`src/rtl/fetch_ifid_if.sv`:
```
// Fetch-stage bundle: instruction-memory handshake, hazard/branch controls from ID,
// and the IF/ID register outputs. "master" is the fetch stage, "slave" its environment.
interface fetch_ifid_if #(
  parameter int unsigned PC_WIDTH    = 8,
  parameter int unsigned INSTR_WIDTH = 16
);
  // Hazard / branch controls from ID
  logic                   pcWrite;
  logic                   IFID_write;
  logic                   branchPcSrc;
  logic [PC_WIDTH-1:0]    branchAddr;
  logic                   IFID_flush;
  // Instruction memory handshake
  logic                   imemReq;
  logic [PC_WIDTH-1:0]    imemAddr;
  logic [INSTR_WIDTH-1:0] imemInstr;
  logic                   imemValid;
  // IF/ID register contents
  logic [PC_WIDTH-1:0]    ifidPc;
  logic [INSTR_WIDTH-1:0] ifidInstr;
  logic                   ifidValid;

  modport master (
    input  pcWrite, IFID_write, branchPcSrc, branchAddr, IFID_flush, imemInstr, imemValid,
    output imemReq, imemAddr, ifidPc, ifidInstr, ifidValid
  );

  modport slave (
    output pcWrite, IFID_write, branchPcSrc, branchAddr, IFID_flush, imemInstr, imemValid,
    input  imemReq, imemAddr, ifidPc, ifidInstr, ifidValid
  );
endinterface

```
`src/rtl/fetch_ifid_stage.sv`:
```
// Instruction-fetch stage and IF/ID pipeline register for the 8-bit RISC pipeline.
// Holds the PC, fetches over a req/valid handshake, parks a response that arrives
// during a stall in a one-entry skid buffer, and drains an in-flight request before
// following a redirect.
// Optional: define FETCH_FLUSH_COUNT_EN to add the saturating flushCount output.
module fetch_ifid_stage #(
  parameter int unsigned          PC_WIDTH    = 8,
  parameter int unsigned          INSTR_WIDTH = 16,
  parameter logic [PC_WIDTH-1:0]  RESET_PC    = '0
) (
  input  logic        clk,
  input  logic        reset,
`ifdef FETCH_FLUSH_COUNT_EN
  output logic [7:0]  flushCount,
`endif
  fetch_ifid_if.master bus
);

  typedef enum logic [1:0] {StFetch, StHold, StDrain} state_e;

  state_e                 state;
  logic                   req_q;
  logic [PC_WIDTH-1:0]    pc;
  logic [PC_WIDTH-1:0]    target;
  logic [PC_WIDTH-1:0]    ifid_pc;
  logic [INSTR_WIDTH-1:0] ifid_instr;
  logic                   ifid_valid;
  // Skid buffer is full exactly while in StHold, so it needs no valid bit of its own.
  logic [PC_WIDTH-1:0]    skid_pc;
  logic [INSTR_WIDTH-1:0] skid_instr;

  logic stall;
  logic outstanding;

  assign stall = !bus.pcWrite || !bus.IFID_write;
  // A request is in flight while it is being presented, or while draining an abandoned one.
  assign outstanding = (state == StFetch && req_q) || (state == StDrain);

  assign bus.imemReq   = req_q;
  assign bus.imemAddr  = pc;
  assign bus.ifidPc    = ifid_pc;
  assign bus.ifidInstr = ifid_instr;
  assign bus.ifidValid = ifid_valid;

  // Fetch FSM, PC, redirect target, skid buffer and IF/ID register.
  always_ff @(posedge clk or posedge reset) begin
    if (reset) begin
      state      <= StFetch;
      req_q      <= 1'b0;
      pc         <= RESET_PC;
      target     <= RESET_PC;
      ifid_pc    <= '0;
      ifid_instr <= '0;
      ifid_valid <= 1'b0;
      skid_pc    <= '0;
      skid_instr <= '0;
    end else if (bus.branchPcSrc) begin
      // Redirect wins over flush and stall; any response this cycle is thrown away.
      ifid_instr <= '0;
      ifid_valid <= 1'b0;
      if (outstanding && !bus.imemValid) begin
        // pc must stay on the in-flight address until the memory answers.
        target <= bus.branchAddr;
        state  <= StDrain;
        req_q  <= 1'b0;
      end else begin
        pc    <= bus.branchAddr;
        state <= StFetch;
        req_q <= 1'b1;
      end
    end else begin
      // Flush squashes IF/ID; a same-cycle load below overrides it (later NBA wins).
      if (bus.IFID_flush) begin
        ifid_instr <= '0;
        ifid_valid <= 1'b0;
      end
      unique case (state)
        StFetch: begin
          req_q <= 1'b1;
          if (req_q && bus.imemValid) begin
            pc <= pc + PC_WIDTH'(1);
            if (stall) begin
              skid_pc    <= pc;
              skid_instr <= bus.imemInstr;
              state      <= StHold;
              req_q      <= 1'b0;
            end else begin
              ifid_pc    <= pc;
              ifid_instr <= bus.imemInstr;
              ifid_valid <= 1'b1;
            end
          end
        end
        StHold: begin
          if (!stall) begin
            ifid_pc    <= skid_pc;
            ifid_instr <= skid_instr;
            ifid_valid <= 1'b1;
            state      <= StFetch;
            req_q      <= 1'b1;
          end
        end
        StDrain: begin
          if (bus.imemValid) begin
            pc    <= target;
            state <= StFetch;
            req_q <= 1'b1;
          end
        end
        default: begin
          state <= StFetch;
          req_q <= 1'b1;
        end
      endcase
    end
  end

`ifdef FETCH_FLUSH_COUNT_EN
  logic [7:0] flush_count;

  // Count cycles that squash a live IF/ID instruction, saturating at 8'hFF.
  always_ff @(posedge clk or posedge reset) begin
    if (reset) begin
      flush_count <= 8'h00;
    end else if (ifid_valid && (bus.IFID_flush || bus.branchPcSrc) && flush_count != 8'hFF) begin
      flush_count <= flush_count + 8'd1;
    end
  end

  assign flushCount = flush_count;
`endif

endmodule
```
`src/flat_wrapper.sv`:
```
// flat-port wrapper written by rule: the top's interface ports become plain ports
module fetch_ifid_stage_flat 
#(
  parameter int unsigned          PC_WIDTH    = 8,
  parameter int unsigned          INSTR_WIDTH = 16,
  parameter logic [PC_WIDTH-1:0]  RESET_PC    = '0
)
  (clk, reset, bus_pcWrite, bus_IFID_write, bus_branchPcSrc, bus_branchAddr, bus_IFID_flush, bus_imemInstr, bus_imemValid, bus_imemReq, bus_imemAddr, bus_ifidPc, bus_ifidInstr, bus_ifidValid);
  fetch_ifid_if #(.PC_WIDTH(PC_WIDTH), .INSTR_WIDTH(INSTR_WIDTH)) bus_i ();
  input  logic clk;
  input  logic reset;
  input wire logic [$bits(bus_i.pcWrite)-1:0] bus_pcWrite;
  input wire logic [$bits(bus_i.IFID_write)-1:0] bus_IFID_write;
  input wire logic [$bits(bus_i.branchPcSrc)-1:0] bus_branchPcSrc;
  input wire logic [$bits(bus_i.branchAddr)-1:0] bus_branchAddr;
  input wire logic [$bits(bus_i.IFID_flush)-1:0] bus_IFID_flush;
  input wire logic [$bits(bus_i.imemInstr)-1:0] bus_imemInstr;
  input wire logic [$bits(bus_i.imemValid)-1:0] bus_imemValid;
  output wire logic [$bits(bus_i.imemReq)-1:0] bus_imemReq;
  output wire logic [$bits(bus_i.imemAddr)-1:0] bus_imemAddr;
  output wire logic [$bits(bus_i.ifidPc)-1:0] bus_ifidPc;
  output wire logic [$bits(bus_i.ifidInstr)-1:0] bus_ifidInstr;
  output wire logic [$bits(bus_i.ifidValid)-1:0] bus_ifidValid;
  assign bus_i.pcWrite = bus_pcWrite;
  assign bus_i.IFID_write = bus_IFID_write;
  assign bus_i.branchPcSrc = bus_branchPcSrc;
  assign bus_i.branchAddr = bus_branchAddr;
  assign bus_i.IFID_flush = bus_IFID_flush;
  assign bus_i.imemInstr = bus_imemInstr;
  assign bus_i.imemValid = bus_imemValid;
  assign bus_imemReq = bus_i.imemReq;
  assign bus_imemAddr = bus_i.imemAddr;
  assign bus_ifidPc = bus_i.ifidPc;
  assign bus_ifidInstr = bus_i.ifidInstr;
  assign bus_ifidValid = bus_i.ifidValid;
  fetch_ifid_stage #(.PC_WIDTH(PC_WIDTH), .INSTR_WIDTH(INSTR_WIDTH), .RESET_PC(RESET_PC)) u_core (.clk(clk), .reset(reset), .bus(bus_i));
endmodule
```
`config.mk`:
```
export PLATFORM = sky130hd
export DESIGN_NAME = fetch_ifid_stage_flat
export DESIGN_NICKNAME = d
export VERILOG_FILES = /design/src/rtl/fetch_ifid_if.sv /design/src/rtl/fetch_ifid_stage.sv /design/src/flat_wrapper.sv
export SDC_FILE = /design/constraint.sdc
export NUM_CORES = 1
export LEC_CHECK = 0
export ABC_AREA = 1
export BUFFER_PORTS_ARGS = -buffer_cell sky130_fd_sc_hd__buf_2
export CAP_MARGIN = 20
export CORE_UTILIZATION = 57
export CTS_BUF_LIST = sky130_fd_sc_hd__clkbuf_2 sky130_fd_sc_hd__clkbuf_4 sky130_fd_sc_hd__clkbuf_8
export CTS_CLUSTER_SIZE = 25
export DETAILED_ROUTE_END_ITERATION = 16
export PLACE_DENSITY = 0.87
export SYNTH_ARGS = -nofsm -noshare
export SYNTH_HDL_FRONTEND = slang
export SYNTH_SLANG_ARGS = --single-unit
```
`constraint.sdc`:
```
create_clock -name clk -period 3.4 [get_ports clk]
set_input_delay 1.02 -clock clk [delete_from_list [all_inputs] [get_ports clk]]
set_output_delay 1.02 -clock clk [all_outputs]
set_load 0.05 [all_outputs]
```
; ---- Yosys cells after proc, flatten, opt, wreduce, memory -nomap -nowiden
; Index checks and enable logic that the tools add are counted.
[op_classes]
addsub = 1
n_eq_ne = 10
mux = 34
n_bitwise = 1
reduce_logical = 17
[ops]
columns = op, n
row1 = $mux 16, 5
row2 = $mux 8, 7
row3 = $pmux 16 s2, 1
row4 = $pmux 8 s2, 2
row5 = $mux 2, 6
row6 = $reduce_and 4->1, 3
row7 = $mux 1, 10
row8 = $ne 3x3->1 const B, 3
row9 = $add 8x1->8 const B, 1
row10 = $ne 2x2->1 const B, 4
row11 = $pmux 2 s3, 1
row12 = $reduce_and 5->1, 1
row13 = $reduce_and 2->1, 2
row14 = $logic_and 1x1->1, 3
row15 = $logic_not 1->1, 3
row16 = $ne 3x2->1 const B, 1
row17 = $pmux 1 s3, 1
row18 = $reduce_bool 3->1, 1
row19 = $eq 2x1->1 const B, 1
row20 = $eq 2x2->1 const B, 1
row21 = $logic_not 2->1, 1
row22 = $logic_or 1x1->1, 2
row23 = $pmux 1 s2, 1
row24 = $reduce_bool 2->1, 1
row25 = $not 1->1, 1
[totals]
regBits = 68
inputBits = 31
out_inout_bits = 34
elab_cells = 72

; ---- Logic depth before layout (Yosys ltp)
; Gate-level depths: netlist (run 1).
[depth]
depth_word = 6
mapped_depth = 9
ltp_nobuf = 9

; ---- Worst setup path before layout (run 1)
; Ideal clock, no wire load.
[synth_path]
path_kind = input to register
startpoint = input port bus_pcWrite
endpoint = register u_core.ifid_instr[10] (netlist: u_core.bus.ifidInstr[10])
setup_ns = 0.126
arrival_time_ns = 1.758
required_time_ns = 3.274
setup_slack_ns = 1.516
stages = 6
path_buffers = 1
cell_sequence = nand2_1 -> nor2_1 -> nand3_2 -> buf_6 -> nor2_1 -> nor3_2
[synth_via]
elab_chain_cells = 6
word_cells_on_any_way = 7
classes_between = 5 x mux / 2 x reduce/logical
[synth_rtl]
columns = item, line_no
row1 = start: declaration, flat_wrapper.sv:12  ; input wire logic [$bits(bus_i.pcWrite)-1:0] bus_pcWrite;
row2 = $logic_not 1->1 (*), fetch_ifid_stage.sv:35  ; assign stall = !bus.pcWrite || !bus.IFID_write;
row3 = $logic_or 1x1->1 (*), fetch_ifid_stage.sv:35
row4 = $mux 16, fetch_ifid_stage.sv:82  ; if (stall) begin
row5 = $mux 16, fetch_ifid_stage.sv:80  ; if (req_q && bus.imemValid) begin
row6 = $pmux 16 s2 (*), fetch_ifid_stage.sv:77  ; unique case (state)
row7 = $mux 16 (*), fetch_ifid_stage.sv:57  ; end else if (bus.branchPcSrc) begin
row8 = end signal: assignment, fetch_ifid_stage.sv:89  ; ifid_instr <= bus.imemInstr;
row9 = end signal: assignment, fetch_ifid_stage.sv:97  ; ifid_instr <= skid_instr;
row10 = end: declaration, fetch_ifid_stage.sv:26  ; logic [INSTR_WIDTH-1:0] ifid_instr;
; Mark *: on every way between the ends. The rest lies on a longest branch, timed or not.
; A chain may end at the register's enable or synchronous reset.

; ---- Worst setup path after layout (run 1)
[layout_path]
startpoint = input port bus_branchPcSrc
endpoint = register u_core.skid_pc[2]
[layout_via]
elab_chain_cells = 2
[layout_rtl]
columns = item, line_no
row1 = start: declaration, flat_wrapper.sv:14  ; input wire logic [$bits(bus_i.branchPcSrc)-1:0] bus_branchPcSrc;
row2 = $not 1->1 (no line), n/a
row3 = $reduce_and 4->1 (no line), n/a
row4 = end signal: assignment, fetch_ifid_stage.sv:83  ; skid_pc <= pc;
row5 = end: declaration, fetch_ifid_stage.sv:29  ; logic [PC_WIDTH-1:0] skid_pc;
; Every way passes these cells.

==> qor.yml, run 1 <==
outcome: "finished, final reports clean"
syn_inst: 413
numCtsBuffers: 9
dp_hpwl_um: 5300
layout_common_cells: "nand2_1, dfrtp_1, buf_2"
grt_max_degree: 33
finalSetupTns_ps: 0
max_freq_ghz: 0.440
post_cts_buffers: 0
cts.htree.levels: 3
r2r-end: "u_core.skid_pc[2]"
first_iter_violations: 293
post_cts_resized: 0
detail-route-antenna-nets: 0
slew_headroom: 0.562
regArea_sq_um: 1700
clk_path_buf_depth: 2
required_ps: 3600
ys_seq_area_frac: 0.508
io_pins: 65
final_area_sq_um: 3860
synth.avg_cell_area_sq_um: 8.11
overflow: 0
insertedDiodeCount: 0
worst_slew_pin_slew_ps: 656
ys.flop_type: "dfrtp_1"
power.leakage_nw: 2.08
worstSetupPathType: "primary input to register"
cp-end-kind: "register"
reg2reg_from: "u_core.state[1]"
drv_cap: 0
synthTopCellsByArea: "dfrtp_1, nand2_1, o21ai_0"
final_common_cell: "nand2_1"
numPortBuffers: 64
drt-pass1-iter-count: 5
final_hold_viol_count: 0
fill_cells: 428
holdPathEnd: "u_core.target[1]"
yosysWarnings: 0
reg2reg_setup_slack_ps: 1660
cp_max_fo: 32
hp-class: "register to register"
ff2ff_path_depth: 4
multi_input_area_sq_um: 1380
worst_ir_drop_vdd_mv: 0.407
fp.dieH_um: 78.6
core-area_sq_um: 5570
cts_sinks: 68
drc: 0
fin_nets: 505
layout_min_cycle_time_ps: 2270
rows: 27
fin_crit_sh: 0.668
postCtsHoldBufs: 0
synth_area_sq_um: 3350
insertion_delay_ps: 340
layout-drive-gt1-share: 0.222
syn2layout_area_growth_pct: 15.2
synth_top_area_frac: 0.508
track_usage: 0.268
synth_edf_count: 0
ys_types: 32
grt_pass1_vias: 2815
drv_slew: 0
cts_tree: "built"
p_per_area_nw_per_um2: 761
fin_total_pwr_mw: 2.94
preCtsSetupSlack_ps: 809
rsz0062_at_grt: "no"
cp-start-kind: "primary input"
cts-root-buf: "clkbuf_8"
syn_nets: 445
die_area_sq_um: 6180
place_congestion: 0.903
synthArstFlopShare: 1.00
num_vias: 3024
fin_skew_ps: 7.76
whs_path_depth: 2
synth_seq_cells: 68
totalWireLength_um: 7720
initial_core_util: 0.601
dpl_cell_area_sq_um: 3650
wire_per_inst_um: 14.1
worstHoldStart: "u_core.target[1]"
setup_viol: 0
worstPathArrival_ps: 2480
worst_slack_ps: 1130
antenna_found_initial: 0
yosysTopAreaCell: "dfrtp_1"
die_w_um: 78.6
grt_pass1_wl_um: 12800
clkSlewWorstSetupHoldPaths_ps: 70
vias_per_cell: 5.51
layer usage:
layer,part of all wire,routed length (um),vias to the layer above,GRT usage
li1,-,-,1457,-
met1,0.44,3370,1357,0.356
met2,0.46,3560,171,0.417
met3,0.068,525,39,0.0384
met4,0.033,258,0,0.163
met5,0,0,-,0
Yosys cell counts (3+ instances only):
master / instances
nor3_2: 4
dfrtp_1: 68
nand2_1: 133
nand2_2: 3
o21ai_0: 50
inv_1: 28
nand2_4: 3
nor3_1: 10
a21oi_1: 18
buf_4: 4
nand3_1: 14
o21ai_1: 3
inv_2: 3
buf_2: 5
nor2_4: 3
buf_6: 6
nor2_1: 33
o211ai_1: 7
power breakdown:
group / leakage [nW] / switching, mW / internal, mW / total, mW
logic: 1.10 / 0.749 / 0.268 / 1.02
registers: 0.867 / 0.171 / 1.05 / 1.22
clock network: 0.110 / 0.284 / 0.412 / 0.696
total: 2.08 / 1.20 / 1.73 / 2.94
flip-flops by register name (all words and copies together) (netlist names):
name and flops:
u_core.bus.ifidValid 1, u_core.bus.imemReq 1, u_core.skid_instr 16, u_core.bus.imemAddr 8, u_core.bus.ifidInstr 16, u_core.bus.ifidPc 8
u_core.skid_pc 8, u_core.target 8, u_core.state 2
layout make-up:
type,instances,share of cell area
Clock buffer,14,0.0467
Clock inverter,1,0.00779
Inverter,34,0.0344
Multi-Input combinational cell,293,0.358
Sequential cell,68,0.441
Tap cell,72,0.0234
Timing Repair Buffer,67,0.0889
through the flow:
step	util	std cells	hold slack (ps)
after floorplan	-	413	437
after global placement	0.654	534	448
after detailed placement	0.654	534	455
after CTS	0.692	549	471
after global routing	0.692	549	501
final	0.692	549	470
how the worst max path moves through the flow:
stage / endpoint / slack [ps] / depth (start not counted) / start
after CTS: u_core.skid_pc[2] / 1170 / 5 / bus_branchPcSrc
after floorplan: u_core.bus.ifidInstr[0] / 670 / 1 / reset
after global placement: u_core.skid_pc[2] / 940 / 5 / bus_branchPcSrc
after detailed placement: u_core.skid_pc[2] / 810 / 5 / bus_branchPcSrc
final: u_core.skid_pc[2] / 1130 / 5 / bus_branchPcSrc
after global routing: u_core.skid_instr[15] / 990 / 6 / bus_branchPcSrc
cell families after synthesis:
family                   share of synthesized area
AND/OR/NAND/NOR                              0.268
adder cells (fa/ha/maj)                    0.00374
XOR/XNOR                                   0.00262
flip-flops                                   0.508
buffers and inverters                       0.0800
AO/OA/AOI/OAI                                0.137
critical path, stage by stage:
cell,delay (ps)
buf_2,210
inv_4,280
nand4_2,400
inv_2,400
o21ai_0,160
(Power assumes the default switching activity.)
==> inputs of run 2 (changes only) <==
--- a/config.mk
+++ b/config.mk
@@ -8,11 +8,11 @@
 export ABC_AREA = 1
 export BUFFER_PORTS_ARGS = -buffer_cell sky130_fd_sc_hd__buf_2
 export CAP_MARGIN = 20
-export CORE_UTILIZATION = 57
+export CORE_UTILIZATION = 52
 export CTS_BUF_LIST = sky130_fd_sc_hd__clkbuf_2 sky130_fd_sc_hd__clkbuf_4 sky130_fd_sc_hd__clkbuf_8
 export CTS_CLUSTER_SIZE = 25
 export DETAILED_ROUTE_END_ITERATION = 16
-export PLACE_DENSITY = 0.87
+export PLACE_DENSITY = 0.84
 export SYNTH_ARGS = -nofsm -noshare
 export SYNTH_HDL_FRONTEND = slang
 export SYNTH_SLANG_ARGS = --single-unit
==> constraint.sdc (replaced) <==
create_clock -name clk -period 2 [get_ports clk]
set_input_delay 0.6 -clock clk [delete_from_list [all_inputs] [get_ports clk]]
set_output_delay 0.6 -clock clk [all_outputs]
set_load 0.05 [all_outputs]
==> run 2 against run 1 <==
  * Clock-buffer cell count down 4
  * Hold slack lost 120 ps
  * Critical path depth decreased by 4
  * Global-route usage decreased by 3.2 points
  * Sequential power grew 70%
  * Wire length fell by 6.3%
  * Clock skew fell by 1.6 ps
==> qor.yml, run 2 (synthesized netlist as in run 1, its figures left out) <==
clkSlewWorstSetupHoldPaths_ps: 70  # about the same
required_ps: 1400  # was 3600 ps
crit_chain: "buf_2"  # was buf_2, inv_4, nand4_2, inv_2, o21ai_0
drt-pass1-iter-count: 4  # was 5
io_pins: 65  # unchanged
cp_num_buf_inv: 1  # was 3
grt_max_degree: 69  # was 33
numCtsBuffers: 9  # unchanged
insertedDiodeCount: 0  # unchanged
totalWireLength_um: 7230  # was 7720 um
post_cts_buffers: 0  # unchanged
fin_skew_ps: 6.15  # was 7.76 ps
cp-end-kind: "output pin"  # was register
busiest_layer: "met2"  # unchanged
cts-root-buf: "clkbuf_8"  # unchanged
power.leakage_nw: 2.08  # about the same
worstSetupPathType: "register to output pin"  # was primary input to register
postCtsHoldBufs: 0  # unchanged
cp-start-kind: "register"  # was primary input
fill_cells: 500  # was 428
drc: 0  # unchanged
grt_pass1_wl_um: 11900  # was 12,800 um
worst_slew_pin_slew_ps: 359  # was 656 ps
path_delay_family: "flip-flops"  # was buffers and inverters
hp-class: "primary input to asynchronous set/reset pin"  # was register to register
use_met1: 0.310  # was 0.356
p_per_area_nw_per_um2: 1270  # was 761 nW/um^2
antenna_found_initial: 0  # unchanged
clk_path_buf_depth: 2  # unchanged
fin_crit_sh: 0.882
numPortBuffers: 64  # unchanged
overflow: 0  # unchanged
multi_input_area_sq_um: 1380  # unchanged
drv_slew: 0  # unchanged
setup_viol: 0  # unchanged
fin_util: 0.642  # was 0.692
final_common_cell: "nand2_1"  # unchanged
drv_cap: 0  # unchanged
cts_tree: "built"  # unchanged
rsz0062_at_grt: "no"  # unchanged
track_usage: 0.236  # was 0.268
wire_per_inst_um: 13.0  # was 14.1 um
slowest_stage: "dfrtp_1"  # was nand4_2
core-area_sq_um: 6060  # was 5570 sq um
layout-drive-gt1-share: 0.229  # was 0.222
die_w_um: 82.2  # was 78.6 um
worstPathArrival_ps: 1160  # was 2480 ps
dp_hpwl_um: 4980  # was 5300 um
grt_util_met3: 0.0615  # was 0.0384
post_cts_resized: 0  # unchanged
vias_per_cell: 5.24  # was 5.51
num_vias: 2912  # was 3,024
die_area_sq_um: 6760  # was 6180 sq um
regArea_sq_um: 1700  # unchanged
rows: 28  # was 27
finalSetupTns_ps: 0  # unchanged
layout_common_cells: "nand2_1, dfrtp_1, buf_2"  # unchanged
layout_min_cycle_time_ps: 1760
final_hold_viol_count: 0  # unchanged
cp_max_fo: 8  # was 32
grt_pass1_vias: 2704  # was 2,815
detail-route-antenna-nets: 0  # unchanged
cts.htree.levels: 3  # unchanged
initial_core_util: 0.552  # was 0.601
worst_ir_drop_vdd_mv: 0.832  # was 0.407 mV
slew_headroom: 0.761  # was 0.562
first_iter_violations: 193  # was 293
cts_sinks: 68  # unchanged
syn2layout_area_growth_pct: 16.2  # was 15.2%
fin_nets: 508  # was 505
slowest_delay_ps: 500  # was 400 ps
place_congestion: 0.844  # was 0.903
fp.dieH_um: 82.2  # was 78.6 um
grt_use_met2: 0.364  # was 0.417
insertion_delay_ps: 340  # about the same
max_freq_ghz: 0.567
outcome: "finished, final reports clean"  # unchanged
[run 2: metal layers]
| metal | up-vias | part of all wire |
|---|---|---|
| li1 | 1466 | - |
| met1 | 1346 | 0.47 |
| met2 | 85 | 0.45 |
| met3 | 15 | 0.060 |
| met4 | 0 | 0.023 |
| met5 | - | 0 |
[run 2: final timing paths]
path,start,to,slack (ps),cells past startpoint
max in group asynchronous,reset,u_core.target[0],1370,3
worst min register to register,u_core.target[0],u_core.target[0],480,2
worst min-delay path,reset,u_core.bus.ifidValid,350,3
worst max register to register,u_core.state[1],u_core.bus.imemReq,370,7
worst max-delay path,u_core.bus.imemAddr[2],bus_imemAddr[2],240,1
min in group clk,bus_imemInstr[0],u_core.skid_instr[0],460,3
[run 2: power breakdown]
part | leakage [nW] | switching [mW] | internal (mW) | total [mW]
clock | 0.0983 | 0.537 | 0.607 | 1.14
sequential | 0.867 | 0.282 | 1.79 | 2.07
combinational | 1.11 | 1.25 | 0.464 | 1.71
[run 2: per-stage QoR]
stage                     hold WS, ps  power [mW]  std cells  setup WS [ps]  cell area (sq um)
after global placement            451        3.73        540            281               3690
after floorplan                   437        3.39        413            445               3350
final                             347        4.92        556            236               3890
after global routing              369        5.23        556            183               3890
after CTS                         365        4.94        556            232               3890
after detailed placement          456        3.80        540            215               3690
[run 2: layout make-up]
class,count,share of cell area
well taps,75,0.0241
clock inverters,6,0.0164
clock buffers,10,0.0354
flip-flops and latches,68,0.437
repair buffers,70,0.0971
multi-input cells,293,0.354
inverters,34,0.0351
==> inputs of run 3 (changes only) <==
--- a/config.mk
+++ b/config.mk
@@ -12,7 +12,7 @@
 export CTS_BUF_LIST = sky130_fd_sc_hd__clkbuf_2 sky130_fd_sc_hd__clkbuf_4 sky130_fd_sc_hd__clkbuf_8
 export CTS_CLUSTER_SIZE = 25
 export DETAILED_ROUTE_END_ITERATION = 16
-export PLACE_DENSITY = 0.84
+export PLACE_DENSITY = 0.77
 export SYNTH_ARGS = -nofsm -noshare
 export SYNTH_HDL_FRONTEND = slang
 export SYNTH_SLANG_ARGS = --single-unit
==> run 3 against run 2 <==
  * Maximum frequency shrank 1.6%
  * Clock power fell by 11%
  * Setup slack worse by 29 ps
  * Critical path depth unchanged
  * Critical path type unchanged
  * Largest power group unchanged
==> qor.yml, run 3 (synthesized netlist as in run 1, its figures left out) <==
numCtsBuffers: 9  # unchanged
worstSetupPathType: "register to output pin"  # unchanged
cts_sinks: 68  # unchanged
layout_common_cells: "nand2_1, dfrtp_1, buf_2"  # unchanged
switchingPower_mw: 2.06  # about the same
worst_slack_ps: 207  # was 236 ps
overflow: 0  # unchanged
rows: 28  # unchanged
syn2layout_area_growth_pct: 15.7  # was 16.2%
cts_tree: "built"  # unchanged
totalWireLength_um: 7360  # was 7230 um
cp_max_fo: 8  # unchanged
grt_max_degree: 69  # unchanged
first_iter_violations: 228  # was 193
io_pins: 65  # unchanged
fin_crit_sh: 0.897  # was 0.882
die_area_sq_um: 6760  # unchanged
worst_slew_pin_slew_ps: 355  # was 359 ps
dpl_cell_area_sq_um: 3700  # was 3690 sq um
reg2reg_from: "u_core.state[1]"  # unchanged
post_cts_resized: 0  # unchanged
drv_cap: 0  # unchanged
detail-route-antenna-nets: 0  # unchanged
drv_slew: 0  # unchanged
placed_cells: 541  # was 540
slowest_delay_ps: 520  # was 500 ps
layout-drive-gt1-share: 0.230  # was 0.229
layout_min_cycle_time_ps: 1790  # was 1760 ps
grt_pass1_wl_um: 11900  # about the same
finalSetupTns_ps: 0  # unchanged
hp-class: "primary input to asynchronous set/reset pin"  # unchanged
grt_pass1_vias: 2624  # was 2,704
seqPwrFrac: 0.430  # was 0.420
slew_headroom: 0.763  # was 0.761
postCtsHoldBufs: 0  # unchanged
initial_core_util: 0.552  # unchanged
dp_hpwl_um: 5090  # was 4980 um
insertion_delay_ps: 350  # was 340 ps
drc: 0  # unchanged
place_congestion: 0.826  # was 0.844
p_sw_frac: 0.430  # was 0.419
preCtsSetupSlack_ps: 198  # was 215 ps
cp_num_buf_inv: 1  # unchanged
reg2reg_setup_slack_ps: 390  # was 370 ps
final_area_sq_um: 3870  # was 3890 sq um
ff2ff_path_depth: 7  # unchanged
numPortBuffers: 64  # unchanged
final_common_cell: "nand2_1"  # unchanged
clk_path_buf_depth: 2  # unchanged
combinationalPowerShare: 0.357  # was 0.347
fin_nets: 509  # was 508
r2r-end: "u_core.bus.imemReq"  # unchanged
rsz0062_at_grt: "no"  # unchanged
wire_per_inst_um: 13.2  # was 13.0 um
insertedDiodeCount: 0  # unchanged
max_freq_ghz: 0.558  # was 0.567 GHz
num_vias: 2891  # was 2,912
cts-root-buf: "clkbuf_8"  # unchanged
outcome: "finished, final reports clean"  # unchanged
path_delay_family: "flip-flops"  # unchanged
final_hold_viol_count: 0  # unchanged
cp-start-kind: "register"  # unchanged
track_usage: 0.238  # was 0.236
core-area_sq_um: 6060  # unchanged
cts.htree.levels: 3  # unchanged
cp-end-kind: "output pin"  # unchanged
internal_power_mw: 2.73  # was 2.86 mW
fin_skew_ps: 4.21  # was 6.15 ps
power.leakage_nw: 2.07  # was 2.08 nW
vias_per_cell: 5.19  # was 5.24
fp.dieH_um: 82.2  # unchanged
crit_chain: "buf_2"  # unchanged
slowest_stage: "dfrtp_1"  # unchanged
clkSlewWorstSetupHoldPaths_ps: 70  # about the same
post_cts_buffers: 0  # unchanged
finalNonFillerCells: 557  # was 556
drt-pass1-iter-count: 5  # was 4
worstPathArrival_ps: 1190  # was 1160 ps
antenna_found_initial: 0  # unchanged
worst_ir_drop_vdd_mv: 0.762  # was 0.832 mV
die_w_um: 82.2  # unchanged
setup_viol: 0  # unchanged
pwr-share-clk: 0.213  # was 0.232
required_ps: 1400  # about the same
p_per_area_nw_per_um2: 1240  # was 1270 nW/um^2
==> run 3: cell types whose count changed in the layout (fill, tap and decap cells not counted), sizes merged <==
cell / previous run / this run
buf: 70 / 71
bufinv: 1 / 0
inv: 32 / 33
==> run 3: worst max-delay path by stage <==
stage / startpoint / to / slack, ps / cells after the start
after floorplan: u_core.bus.imemReq / u_core.bus.ifidInstr[10] / 450 / 6
after global placement: bus_pcWrite / u_core.bus.ifidInstr[5] / 270 / 6
after detailed placement: bus_pcWrite / u_core.bus.ifidInstr[7] / 200 / 6
after CTS: u_core.bus.imemAddr[2] / bus_imemAddr[2] / 210 / 1
after global routing: u_core.bus.imemAddr[2] / bus_imemAddr[2] / 160 / 1
final: u_core.bus.imemAddr[2] / bus_imemAddr[2] / 210 / 1
==> run 3: layout make-up <==
| class | count | area [sq um] |
|---|---|---|
| fillers | 547 | 2190 |
| well taps | 75 | 93.8 |
| repair buffers | 71 | 385 |
| clock inverters | 6 | 38.8 |
| inverters | 34 | 136 |
| flip-flops and latches | 68 | 1700 |
| multi-input cells | 293 | 1380 |
| clock buffers | 10 | 138 |
==> run 3: tightest hold or removal path, stage by stage <==
cell and delay [ps]:
buf_2 110, clkinvlp_4 70, buf_12 310
==> run 3: metrics by stage <==
stage | hold WS (ps) | total power, mW | utilization
floorplan | 437 | 3.39 | -
global placement | 451 | 3.74 | 0.610
detailed placement | 460 | 3.80 | 0.610
CTS | 355 | 4.81 | 0.639
global route | 372 | 5.11 | 0.639
finish | 342 | 4.79 | 0.639
==> run 3: power groups by stage <==
stage | clock network (mW) | registers [mW] | logic (mW)
after CTS | 1.03 | 2.06 | 1.72
after floorplan | 0 | 2.60 | 0.784
after detailed placement | 0 | 2.08 | 1.71
after global placement | 0 | 2.06 | 1.68
after global routing | 1.10 | 2.11 | 1.90
final | 1.02 | 2.06 | 1.71
==> run 3: per-layer routing <==
| metal | share of wire | GRT usage | wire length [um] | vias to the layer above |
|---|---|---|---|---|
| met2 | 0.45 | 0.368 | 3340 | 93 |
| met5 | 0 | 0 | 0 | - |
| met3 | 0.051 | 0.0352 | 375 | 13 |
| met4 | 0.019 | 0.126 | 140 | 0 |
| met1 | 0.48 | 0.325 | 3500 | 1327 |
| li1 | - | - | - | 1458 |
